$ cat src/rtl/acc_control_unit.sv
// Multicycle fetch/decode/execute sequencer for the 8-bit accumulator CPU.
// Owns PC, IR, OPR, ACC and flags; drives the external ALU and the 256-byte memory.
module acc_control_unit #(
  parameter logic [7:0] RESET_PC        = 8'h00,
  parameter bit         HALT_ON_ILLEGAL = 1'b0
) (
  input  logic       clk_i,
  input  logic       reset_i,
  output logic [7:0] mem_addr_o,
  input  logic [7:0] mem_rdata_i,
  output logic [7:0] mem_wdata_o,
  output logic       mem_we_o,
  output logic [7:0] alu_x_o,
  output logic [7:0] alu_y_o,
  output logic [2:0] alu_op_o,
  input  logic [7:0] alu_r_i,
  input  logic [1:0] alu_flags_i,
  output logic [7:0] acc_o,
  output logic [1:0] flags_o,
  output logic [7:0] pc_o,
  output logic       halted_o,
  output logic       retire_o
);

  localparam int unsigned DW = 8;

  localparam logic [3:0] OP_NOP = 4'h0;
  localparam logic [3:0] OP_LDI = 4'h1;
  localparam logic [3:0] OP_LDA = 4'h2;
  localparam logic [3:0] OP_STA = 4'h3;
  localparam logic [3:0] OP_ADD = 4'h4;
  localparam logic [3:0] OP_SUB = 4'h5;
  localparam logic [3:0] OP_JMP = 4'h6;
  localparam logic [3:0] OP_JZ  = 4'h7;
  localparam logic [3:0] OP_JC  = 4'h8;
  localparam logic [3:0] OP_HLT = 4'hF;

  localparam logic [2:0] ALU_ADD = 3'b000;
  localparam logic [2:0] ALU_SUB = 3'b001;
  localparam logic [2:0] ALU_LDA = 3'b010;
  localparam logic [2:0] ALU_LDI = 3'b111;

  typedef enum logic [3:0] {
    S_F1, S_F2, S_A1, S_A2, S_EXI, S_M1, S_EX, S_ST, S_HALT
  } state_t;

  state_t          state, state_d;
  logic [DW-1:0]   pc, pc_d, opr, opr_d, acc, acc_d;
  logic [3:0]      ir_op, ir_op_d;
  logic [1:0]      flags, flags_d;
  logic [DW-1:0]   pc_inc;
  logic [3:0]      fetch_op;
  logic            fetch_illegal;

  assign pc_inc        = DW'(pc + DW'(1));
  assign fetch_op      = mem_rdata_i[7:4];
  assign fetch_illegal = (fetch_op >= 4'h9) && (fetch_op <= 4'hE);

  assign mem_wdata_o = acc;
  assign alu_x_o     = acc;
  assign acc_o       = acc;
  assign flags_o     = flags;
  assign pc_o        = pc;

  // State register and datapath registers; reset overrides everything.
  always_ff @(posedge clk_i) begin
    if (reset_i) begin
      state <= S_F1;
      pc    <= RESET_PC;
      ir_op <= '0;
      opr   <= '0;
      acc   <= '0;
      flags <= '0;
    end else begin
      state <= state_d;
      pc    <= pc_d;
      ir_op <= ir_op_d;
      opr   <= opr_d;
      acc   <= acc_d;
      flags <= flags_d;
    end
  end

  // Next-state, datapath next values and per-state outputs.
  always_comb begin
    state_d    = state;
    pc_d       = pc;
    ir_op_d    = ir_op;
    opr_d      = opr;
    acc_d      = acc;
    flags_d    = flags;
    mem_addr_o = pc;
    mem_we_o   = 1'b0;
    alu_y_o    = '0;
    alu_op_o   = ALU_LDA;
    retire_o   = 1'b0;
    halted_o   = 1'b0;
    unique case (state)
      S_F1: state_d = S_F2;
      S_F2: begin
        ir_op_d = fetch_op;
        pc_d    = pc_inc;
        if (fetch_op == OP_NOP || (fetch_illegal && !HALT_ON_ILLEGAL)) begin
          retire_o = 1'b1;
          state_d  = S_F1;
        end else if (fetch_op == OP_HLT || fetch_illegal) begin
          retire_o = 1'b1;
          state_d  = S_HALT;
        end else begin
          state_d = S_A1;
        end
      end
      S_A1: state_d = S_A2;
      S_A2: begin
        opr_d = mem_rdata_i;
        pc_d  = pc_inc;
        case (ir_op)
          OP_LDI:                 state_d = S_EXI;
          OP_LDA, OP_ADD, OP_SUB: state_d = S_M1;
          OP_STA:                 state_d = S_ST;
          default: begin
            // Jumps: a taken branch replaces the operand-fetch increment.
            if (ir_op == OP_JMP || (ir_op == OP_JZ && flags[0]) ||
                (ir_op == OP_JC && flags[1]))
              pc_d = mem_rdata_i;
            retire_o = 1'b1;
            state_d  = S_F1;
          end
        endcase
      end
      S_EXI: begin
        alu_op_o   = ALU_LDI;
        alu_y_o    = opr;
        acc_d      = alu_r_i;
        flags_d[0] = alu_flags_i[0];
        retire_o   = 1'b1;
        state_d    = S_F1;
      end
      S_M1: begin
        mem_addr_o = opr;
        state_d    = S_EX;
      end
      S_EX: begin
        alu_y_o = mem_rdata_i;
        case (ir_op)
          OP_ADD:  alu_op_o = ALU_ADD;
          OP_SUB:  alu_op_o = ALU_SUB;
          default: alu_op_o = ALU_LDA;
        endcase
        acc_d      = alu_r_i;
        flags_d[0] = alu_flags_i[0];
        if (ir_op == OP_ADD || ir_op == OP_SUB)
          flags_d[1] = alu_flags_i[1];
        retire_o = 1'b1;
        state_d  = S_F1;
      end
      S_ST: begin
        mem_addr_o = opr;
        // A store coinciding with reset must not reach memory.
        mem_we_o   = !reset_i;
        retire_o   = 1'b1;
        state_d    = S_F1;
      end
      S_HALT: halted_o = 1'b1;
      default: state_d = S_F1;
    endcase
  end

endmodule

$ cat config.mk
export PLATFORM = sky130hd
export DESIGN_NAME = acc_control_unit
export DESIGN_NICKNAME = d
export VERILOG_FILES = /design/src/rtl/acc_control_unit.sv
export SDC_FILE = /design/constraint.sdc
export NUM_CORES = 1
export LEC_CHECK = 0
export BUFFER_PORTS_ARGS = -buffer_cell sky130_fd_sc_hd__buf_2
export CORE_ASPECT_RATIO = 0.9
export CORE_UTILIZATION = 35
export CTS_BUF_LIST = sky130_fd_sc_hd__clkbuf_4
export DETAILED_ROUTE_END_ITERATION = 8
export PLACE_DENSITY = 0.58
export REMOVE_ABC_BUFFERS = 1
export SLEW_MARGIN = 0
export SYNTH_ARGS = -nofsm -noshare
export SYNTH_HDL_FRONTEND = slang
export SYNTH_SLANG_ARGS = --single-unit
$ cat constraint.sdc
create_clock -name clk_i -period 1.85 [get_ports clk_i]
set_input_delay 0.185 -clock clk_i [delete_from_list [all_inputs] [get_ports clk_i]]
set_output_delay 0.185 -clock clk_i [all_outputs]
set_load 0.005 [all_outputs]
==> Word level (Yosys, flattened, before mapping) <==
Index checks and enable logic that the tools add are counted.
W data, S select, Z words.
{ "classes": {"n_addsub": 1, "order_cmp": 2, "n_eq_ne": 17, "n_mux": 17, "reduce_logical": 18} }
{ "ops": {"columns": ["cell", "n"], "rows": [
  ["$eq A4 B3 Y1 const B", 8],
  ["$pmux W8 S2", 2],
  ["$mux W8", 3],
  ["$pmux W4 S6", 1],
  ["$eq A4 B2 Y1 const B", 4],
  ["$eq A4 B4 Y1 const B", 3],
  ["$pmux W3 S3", 1],
  ["$add A8 B1 Y8 const B", 1],
  ["$eq A4 B1 Y1 const B", 2],
  ["$logic_not A4 Y1", 2],
  ["$mux W4", 2],
  ["$pmux W3 S2", 1],
  ["$reduce_or A3 Y1", 2],
  ["$logic_or A1 B1 Y1", 5],
  ["$mux W1", 5],
  ["$reduce_or A5 Y1", 1],
  ["$ge A4 B4 Y1 const B", 1],
  ["$le A4 B4 Y1 const B", 1],
  ["$pmux W2 S2", 1],
  ["$reduce_or A2 Y1", 2],
  ["$logic_and A1 B1 Y1", 3],
  ["$pmux W1 S3", 1],
  ["$reduce_and A2 Y1", 1],
  ["$reduce_bool A2 Y1", 1],
  ["$logic_not A1 Y1", 1]
]} }
{ "totals": {"ff_bits": 34, "out_inout_bits": 56, "elab_cells": 62} }

==> Depth between registers and ports, before layout <==
Gate-level depths: netlist (run 1).
{ "logic_depth": {"ltp_word": 7, "ltp_mapped": 7} }

==> Least setup slack after synthesis (run 1) <==
Ideal clock, no wire load.
{ "synth_timing": {"path_type": "reg2out", "start": "register state[2]", "end": "output alu_op_o[0]", "arrival_ns": 1.346, "required_time_ns": 1.665, "path_slack_ns": 0.319, "path_stages_with_launch": 7, "path_cell_list": "dfxtp_1 buf_2 inv_1 or3_1 clkbuf_1 buf_2 o22ai_1"} }
{ "synth_via": {"elab_chain_len": 2} }
{ "synth_lines": {"columns": ["item", "line_no", "rtl"], "rows": [
  ["start, declared", "47", "state_t state, state_d;"],
  ["start signal, assigned", "75", "state <= state_d;"],
  ["$eq A4 B3 Y1", "98", "unique case (state)"],
  ["$pmux W3 S2 (*)", "98", null],
  ["end, declared", "15", "output logic [2:0] alu_op_o,"]
]} }
Mark *: on every way between the ends. The rest lies on a longest branch, timed or not.

==> Final worst setup path (run 1) <==
{ "layout_timing": {"start": "register state[2]", "end": "output alu_y_o[4]"} }
{ "layout_via": {"elab_chain_len": 2} }
{ "layout_lines": {"columns": ["item", "line_no", "rtl"], "rows": [
  ["$eq A4 B3 Y1", "98", null],
  ["$pmux W8 S2 (*)", "98", null],
  ["end, declared", "14", "output logic [7:0] alu_y_o,"]
]} }
Marked as above.

==> results of run 1 <==
## per-stage QoR
| stage | utilization [%] | worst slack, ns | instance area, sq um | power [mW] | std cells |
|---|---|---|---|---|---|
| 2_1_floorplan | - | 0.0984 | 1770 | 0.901 | 217 |
| 3_3_place_gp | 42.9 | 0.233 | 2310 | 1.00 | 369 |
| 3_5_place_dp | 42.9 | 0.195 | 2310 | 1.01 | 369 |
| 4_1_cts | 45.2 | -0.0323 | 2430 | 1.43 | 382 |
| 5_1_grt | 47.1 | -0.0172 | 2530 | 1.49 | 387 |
| 6_report | 47.1 | 0.0782 | 2530 | 1.42 | 387 |
## sequential cells by signal, summed over array words and instances (netlist names)
signal	cells
acc_o	8
flags_o	2
pc_o	8
ir_op	4
state	4
opr	8
## where the power goes
group	internal [mW]	switching, mW	total, mW
registers	0.750	0.0292	0.780
clock network	0.141	0.261	0.402
logic	0.104	0.130	0.234
## cells by family after synthesis
group                      after synthesis
AOI/OAI and AO/OA                       55
adders and majority gates                1
DFF                                     34
muxes                                   17
and+or+nand+nor                        103
buffers and inverters                   37
xor gates and xnor gates                 3
## what timing repair did
item | in CTS | in global routing
buffers inserted | 5 | 4
cloned | 0 | 1
resized for setup | 13 | 8
setup endpoints to repair | 11 | 13
pin swaps | 3 | 3
## critical path, stage by stage (launching register included)
cell,delay (ns)
sky130_fd_sc_hd__dfxtp_4,0.39
sky130_fd_sc_hd__inv_1,0.07
sky130_fd_sc_hd__or3_4,0.41
sky130_fd_sc_hd__buf_12,0.16
sky130_fd_sc_hd__nor2_1,0.10
sky130_fd_sc_hd__buf_2,0.11
## worst paths after layout
check        cells past startpoint       start         end  slack [ns]
max                              5    state[2]  alu_y_o[4]        0.08
min                              3  alu_r_i[0]    acc_o[0]        0.07
max reg2reg                      5    state[2]     pc_o[1]        0.20
min reg2reg                      2      opr[6]      opr[6]        0.48
## final cells by class
class	count	area share [%]
Multi-Input combinational cell	179	43.9
Sequential cell	34	27.5
Timing Repair Buffer	95	22.6
Tap cell	67	3.31
Clock buffer	5	1.48
Clock inverter	3	0.642
Inverter	4	0.593
## synth_stat cells, types with 2 or more instances
cell type | instances | area, sq um
sky130_fd_sc_hd__nor2b_1 | 2 | 12.5
sky130_fd_sc_hd__mux2_2 | 8 | 90.1
sky130_fd_sc_hd__and2_1 | 2 | 12.5
sky130_fd_sc_hd__clkbuf_1 | 7 | 26.3
sky130_fd_sc_hd__buf_6 | 4 | 45.0
sky130_fd_sc_hd__nand3_1 | 5 | 25.0
sky130_fd_sc_hd__o21a_1 | 3 | 22.5
sky130_fd_sc_hd__dfxtp_1 | 34 | 681
sky130_fd_sc_hd__nor3b_1 | 2 | 15.0
sky130_fd_sc_hd__nor3b_2 | 2 | 25.0
sky130_fd_sc_hd__buf_4 | 16 | 120
sky130_fd_sc_hd__a21boi_0 | 2 | 15.0
sky130_fd_sc_hd__o21ai_0 | 5 | 25.0
sky130_fd_sc_hd__o22ai_1 | 5 | 31.3
sky130_fd_sc_hd__inv_1 | 4 | 15.0
sky130_fd_sc_hd__nand2_1 | 50 | 188
sky130_fd_sc_hd__nor2_1 | 19 | 71.3
sky130_fd_sc_hd__mux2i_1 | 9 | 90.1
sky130_fd_sc_hd__nand4_1 | 5 | 31.3
sky130_fd_sc_hd__nor4_1 | 2 | 12.5
sky130_fd_sc_hd__xor2_1 | 3 | 26.3
sky130_fd_sc_hd__nor3_1 | 5 | 25.0
sky130_fd_sc_hd__or3_1 | 2 | 12.5
sky130_fd_sc_hd__a21oi_1 | 25 | 125
sky130_fd_sc_hd__a31oi_1 | 5 | 31.3
sky130_fd_sc_hd__buf_2 | 5 | 25.0
## layer usage
metal | GRT usage [%] | share of wire, % | wire length [um]
met4 | 6.75 | 0.99 | 55
met1 | 25.5 | 47 | 2590
met2 | 29.8 | 46 | 2550
met3 | 4.72 | 6.7 | 371
met5 | 0 | 0 | 0
## cell usage in the layout, fill, tap and decap left out, drive strengths merged, types with 2 or more instances in the layout
cell    Yosys  routed
o22ai       5       5
a21oi      25      25
clkbuf      7       6
nor2b       2       2
inv         4       4
o21a        3       3
buf        26      94
or3         2       2
nor3b       4       4
nand2      50      50
clkinv      0       2
dfxtp      34      34
a31oi       5       5
a21boi      2       2
mux2i       9       9
nand3       5       5
and2        2       2
nor3        6       6
xor2        3       3
mux2        8       8
nor2       20      20
o21ai       5       5
nor4        2       2
nand4       5       5
==> run_summary.xml, run 1 <==
<?xml version="1.0" encoding="UTF-8"?>
<metrics>
  <group name="power">
    <metric name="power.leakage" unit="nW">1.09</metric>
    <metric name="vdd_drop_max" unit="mV">0.259</metric>
    <metric name="power-per-cell-area" unit="nW/um^2">559</metric>
  </group>
  <group name="finish">
    <metric name="fillers" unit="">561</metric>
    <metric name="register_area" unit="sq um">697</metric>
    <metric name="antenna-diode-count" unit="">0</metric>
    <metric name="layout-drive-gt1-share" unit="%">40.9</metric>
    <metric name="area_growth" unit="%">27.2</metric>
    <metric name="multi_input_area" unit="sq um">1110</metric>
    <metric name="nNetsFinal" unit="">340</metric>
  </group>
  <group name="logic_synthesis">
    <metric name="ys_warn_count" unit="">0</metric>
    <metric name="synthesis.instances" unit="">250</metric>
    <metric name="synth_enable_flop_cells" unit="">0</metric>
    <metric name="postSynth.topFlopCell" unit="">sky130_fd_sc_hd__dfxtp_1</metric>
    <metric name="synthesized_area_fraction_occupied_by_ao_oa_aoi_and_oai_cells" unit="%">18.1</metric>
    <metric name="synth-xor-area-share" unit="%">1.32</metric>
    <metric name="synth_top_family_by_area" unit="">simple AND/OR/NAND/NOR gates</metric>
    <metric name="post_synth_instance_area" unit="sq um">1990</metric>
    <metric name="muxShareOfSynthArea" unit="%">9.05</metric>
    <metric name="synth_sequential_area_ratio" unit="%">34.2</metric>
    <metric name="syn-mean-instance-area" unit="sq um">7.97</metric>
    <metric name="synth-adder-area-share" unit="%">0.628</metric>
    <metric name="unique_cell_type_count_in_the_yosys_netlist" unit="">45</metric>
    <metric name="synth_simple_gate_area_share" unit="%">24.9</metric>
    <metric name="register_bit_count_reported_by_yosys" unit="">34</metric>
    <metric name="asyncSetResetFlopFracSynth" unit="%">0</metric>
  </group>
  <group name="global_route">
    <metric name="number_of_global_route_vias_before_repair" unit="">1755</metric>
    <metric name="groute.usage.overall" unit="%">19.1</metric>
    <metric name="pin_count_of_the_biggest_net_entering_global_routing" unit="">19</metric>
    <metric name="grt.overflow.total" unit="">0</metric>
    <metric name="antenna_found_initial" unit="">0</metric>
    <metric name="global_route_wire_length_before_repair" unit="mm">8.50</metric>
  </group>
  <group name="place">
    <metric name="half_perimeter_wire_length_after_detailed_placement" unit="mm">3.77</metric>
    <metric name="buffer_ports.inserted" unit="">75</metric>
    <metric name="globalplace.congestion" unit="">0.770</metric>
  </group>
  <group name="route">
    <metric name="dr_total_vias" unit="">1990</metric>
    <metric name="detail_route.wirelength" unit="mm">5.56</metric>
    <metric name="count_of_routing_violations_after_the_opening_detailed_route_iteration" unit="">116</metric>
    <metric name="first_pass_drt_iterations" unit="">4</metric>
    <metric name="drcViolationCount" unit="">0</metric>
    <metric name="detail_route_antenna_nets" unit="">0</metric>
    <metric name="avgViaCountPerCell" unit="">5.14</metric>
    <metric name="average_wire_per_standard_cell" unit="um">14.4</metric>
  </group>
  <group name="sta">
    <metric name="worst_hold_slack" unit="ns">0.0675</metric>
    <metric name="min_period" unit="ns">1.77</metric>
    <metric name="setup_viol" unit="">0</metric>
    <metric name="finalClockSkew" unit="ns">0.0171</metric>
    <metric name="maxSlewViolCount" unit="">0</metric>
    <metric name="layout_worst_path_cycle_share" unit="%">95.8</metric>
    <metric name="max_slew.worst_pin.slew" unit="ns">0.468</metric>
    <metric name="max_freq" unit="GHz">0.564</metric>
    <metric name="hold_violations" unit="">0</metric>
    <metric name="maxSlewHeadroom" unit="%">68.8</metric>
    <metric name="setup_tns_final" unit="ns">0</metric>
  </group>
  <group name="cts">
    <metric name="max-clock-path-buffers" unit="">2</metric>
    <metric name="worst_setup_hold_path_clk_slew" unit="ns">0.11</metric>
    <metric name="postCtsHoldBufs" unit="">0</metric>
    <metric name="cts-buffers-inserted" unit="">5</metric>
    <metric name="htree_levels" unit="">2</metric>
    <metric name="insertion_delay" unit="ns">0.34</metric>
    <metric name="tritoncts_num_sinks" unit="">34</metric>
    <metric name="cts_tree" unit="">done</metric>
    <metric name="cts_root_buffer" unit="">sky130_fd_sc_hd__clkbuf_4</metric>
  </group>
  <group name="floorplanning">
    <metric name="ioPinCount" unit="">76</metric>
    <metric name="die-area" unit="sq um">6000</metric>
    <metric name="rows" unit="">25</metric>
    <metric name="initial_util" unit="%">37.0</metric>
    <metric name="fp.dieW" unit="um">81.5</metric>
    <metric name="core" unit="sq um">5380</metric>
    <metric name="die_h" unit="um">73.6</metric>
  </group>
  <group name="setup_path">
    <metric name="critPathRequiredTime" unit="ns">1.66</metric>
    <metric name="kind_of_capture_point_of_the_worst_setup_path" unit="">primary output</metric>
    <metric name="cp_max_fo" unit="">8</metric>
    <metric name="worstSetupPathType" unit="">reg2out</metric>
    <metric name="timing.critical_path.arrival" unit="ns">1.59</metric>
    <metric name="critPathLaunchType" unit="">flop</metric>
  </group>
  <group name="run">
    <metric name="cap_violations" unit="">0</metric>
  </group>
  <group name="run_status">
    <metric name="outcome" unit="">finished, final reports clean</metric>
  </group>
  <group name="min_path">
    <metric name="hold_class" unit="">in2reg</metric>
  </group>
</metrics>
Note: power is estimated with default switching activity, not from simulation.
==> run 2: changes to the inputs <==
- BUFFER_PORTS_ARGS: -buffer_cell sky130_fd_sc_hd__buf_2 -> -buffer_cell sky130_fd_sc_hd__clkbuf_2
- RECOVER_POWER: not set -> 50
==> run_summary.xml, run 2 (synthesis gave the netlist of run 1 again) <==
<?xml version="1.0" encoding="UTF-8"?>
<metrics>
  <group name="min_path">
    <metric name="worst_hold_path.num_cells" unit="">3</metric>
    <metric name="holdPathEnd" unit="">acc_o[0]</metric>
    <metric name="hold_class" unit="">in2reg</metric>
    <metric name="worstHoldStart" unit="">alu_r_i[0]</metric>
  </group>
  <group name="sta">
    <metric name="min_period" unit="ns">1.81</metric>
    <metric name="setup_viol" unit="">0</metric>
    <metric name="maxSlewHeadroom" unit="%">68.0</metric>
    <metric name="layout_worst_path_cycle_share" unit="%">98.1</metric>
    <metric name="maxSlewViolCount" unit="">0</metric>
    <metric name="max_slew.worst_pin.slew" unit="ns">0.480</metric>
    <metric name="max_freq" unit="GHz">0.551</metric>
    <metric name="worst_hold_slack" unit="ns">0.0420</metric>
    <metric name="hold_violations" unit="">0</metric>
    <metric name="rsz0062_at_grt" unit="">true</metric>
    <metric name="finalClockSkew" unit="ns">0.00962</metric>
  </group>
  <group name="route">
    <metric name="first_pass_drt_iterations" unit="">4</metric>
    <metric name="avgViaCountPerCell" unit="">5.21</metric>
    <metric name="average_wire_per_standard_cell" unit="um">14.5</metric>
    <metric name="drcViolationCount" unit="">0</metric>
    <metric name="dr_total_vias" unit="">2004</metric>
    <metric name="detail_route_antenna_nets" unit="">0</metric>
    <metric name="detail_route.wirelength" unit="mm">5.59</metric>
    <metric name="count_of_routing_violations_after_the_opening_detailed_route_iteration" unit="">159</metric>
  </group>
  <group name="place">
    <metric name="globalplace.congestion" unit="">0.806</metric>
    <metric name="buffer_ports.inserted" unit="">75</metric>
    <metric name="placedCellCount" unit="">370</metric>
    <metric name="placed_cell_area" unit="sq um">2310</metric>
    <metric name="half_perimeter_wire_length_after_detailed_placement" unit="mm">3.72</metric>
  </group>
  <group name="floorplanning">
    <metric name="rows" unit="">25</metric>
    <metric name="die-area" unit="sq um">6000</metric>
    <metric name="fp.dieW" unit="um">81.5</metric>
    <metric name="initial_util" unit="%">37.0</metric>
    <metric name="ioPinCount" unit="">76</metric>
    <metric name="die_h" unit="um">73.6</metric>
    <metric name="core" unit="sq um">5380</metric>
  </group>
  <group name="global_route">
    <metric name="grt.overflow.total" unit="">0</metric>
    <metric name="groute.usage.overall" unit="%">18.4</metric>
    <metric name="antenna_found_initial" unit="">0</metric>
    <metric name="global_route_wire_length_before_repair" unit="mm">8.24</metric>
    <metric name="number_of_global_route_vias_before_repair" unit="">1689</metric>
    <metric name="pin_count_of_the_biggest_net_entering_global_routing" unit="">31</metric>
  </group>
  <group name="cts">
    <metric name="cts-buffers-inserted" unit="">5</metric>
    <metric name="insertion_delay" unit="ns">0.35</metric>
    <metric name="cts_tree" unit="">done</metric>
    <metric name="cts_root_buffer" unit="">sky130_fd_sc_hd__clkbuf_4</metric>
    <metric name="max-clock-path-buffers" unit="">2</metric>
    <metric name="htree_levels" unit="">2</metric>
    <metric name="worst_setup_hold_path_clk_slew" unit="ns">0.11</metric>
    <metric name="tritoncts_num_sinks" unit="">34</metric>
  </group>
  <group name="setup_path">
    <metric name="kind_of_capture_point_of_the_worst_setup_path" unit="">primary output</metric>
    <metric name="timing.rr.end" unit="">pc_o[1]</metric>
    <metric name="critPathMaxStageDelay" unit="ns">0.36</metric>
    <metric name="timing.critical_path.slowest_stage_cell" unit="">sky130_fd_sc_hd__dfxtp_2</metric>
    <metric name="critPathRequiredTime" unit="ns">1.66</metric>
    <metric name="critPathLaunchType" unit="">flop</metric>
    <metric name="crit_path_cell_trace" unit="">buf_4 &gt; nor3b_2 &gt; nand4b_1 &gt; o22ai_2 &gt; clkbuf_2</metric>
    <metric name="worstSetupPathType" unit="">reg2out</metric>
    <metric name="timing.critical_path.arrival" unit="ns">1.63</metric>
    <metric name="worstRegToRegCells" unit="">5</metric>
    <metric name="critical_path.reg2reg.startpoint" unit="">state[0]</metric>
    <metric name="cp_max_fo" unit="">7</metric>
    <metric name="regToRegSetupSlack" unit="ns">0.19</metric>
  </group>
  <group name="finish">
    <metric name="area_growth" unit="%">27.2</metric>
    <metric name="non_filler_cells_in_the_finished_layout" unit="">385</metric>
    <metric name="layout-drive-gt1-share" unit="%">38.1</metric>
    <metric name="post_route_cell_area" unit="sq um">2530</metric>
    <metric name="final_cell_mix" unit="">sky130_fd_sc_hd__clkbuf_2 (57), sky130_fd_sc_hd__nand2_1 (50), sky130_fd_sc_hd__dfxtp_1 (28), sky130_fd_sc_hd__a21oi_1 (25)</metric>
    <metric name="most_common_cell_after_layout_fill_and_taps_aside" unit="">sky130_fd_sc_hd__clkbuf_2</metric>
    <metric name="finish.utilization" unit="%">47.1</metric>
    <metric name="nNetsFinal" unit="">338</metric>
    <metric name="antenna-diode-count" unit="">0</metric>
  </group>
  <group name="power">
    <metric name="power.leakage" unit="nW">0.996</metric>
    <metric name="power.total" unit="mW">1.58</metric>
    <metric name="power-per-cell-area" unit="nW/um^2">624</metric>
    <metric name="vdd_drop_max" unit="mV">0.264</metric>
  </group>
  <group name="run">
    <metric name="cap_violations" unit="">0</metric>
  </group>
  <group name="run_status">
    <metric name="outcome" unit="">finished, final reports clean</metric>
  </group>
</metrics>
==> run 2: metrics by stage <==
stage,setup TNS (ns),setup slack (ns)
floorplan,0,0.0984
global placement,0,0.209
detailed placement,0,0.213
CTS,-0.0168,-0.0168
global route,-0.0642,-0.0204
finish,0,0.0350
==> run 2: worst max-delay path by stage <==
stage                         from           to  depth (start not counted)
after floorplan           state[1]      pc_o[1]                          4
after CTS                 ir_op[0]     retire_o                          5
after global placement    ir_op[1]     retire_o                          5
after global routing      state[2]  alu_op_o[0]                          5
final                     state[2]  alu_op_o[0]                          5
after detailed placement  ir_op[1]     retire_o                          5
==> run 2: what timing repair did <==
action                                  in CTS  in global routing
resized for setup                           14                 21
hold buffers                                 0                  0
cloned                                       0                  0
endpoints found under the setup margin      10                 10
buffers inserted                             3                  4
pin swaps                                    4                  6
==> run 2: worst max-delay path, delay by kind of cell (launching register included) <==
family | cells | cell delay, ns
simple gates | 2 | 0.45
flops | 1 | 0.36
buf+inv | 2 | 0.30
compound gates | 1 | 0.18
==> run 2: per-layer routing <==
metal / part of all wire (%) / vias to the layer above / track usage (%)
met5: 0 / - / 0
met4: 1.3 / 0 / 6.55
met3: 4.7 / 10 / 3.48
met2: 45 / 65 / 28.0
met1: 48 / 935 / 25.7
li1: - / 994 / -
==> run 2: report_power, final <==
group,leakage (nW),internal (mW),switching [mW]
clock network,0.0450,0.280,0.280
registers,0.278,0.753,0.0270
logic,0.672,0.104,0.138
==> run 2: area by class of cell <==
cell class                      count  area [sq um]
Inverter                            4          15.0
Tap cell                           67          83.8
Multi-Input combinational cell    179          1150
Fill cell                         588          2850
Clock inverter                      3          40.0
Timing Repair Buffer               93           512
Clock buffer                        5          37.5
Sequential cell                    34           691
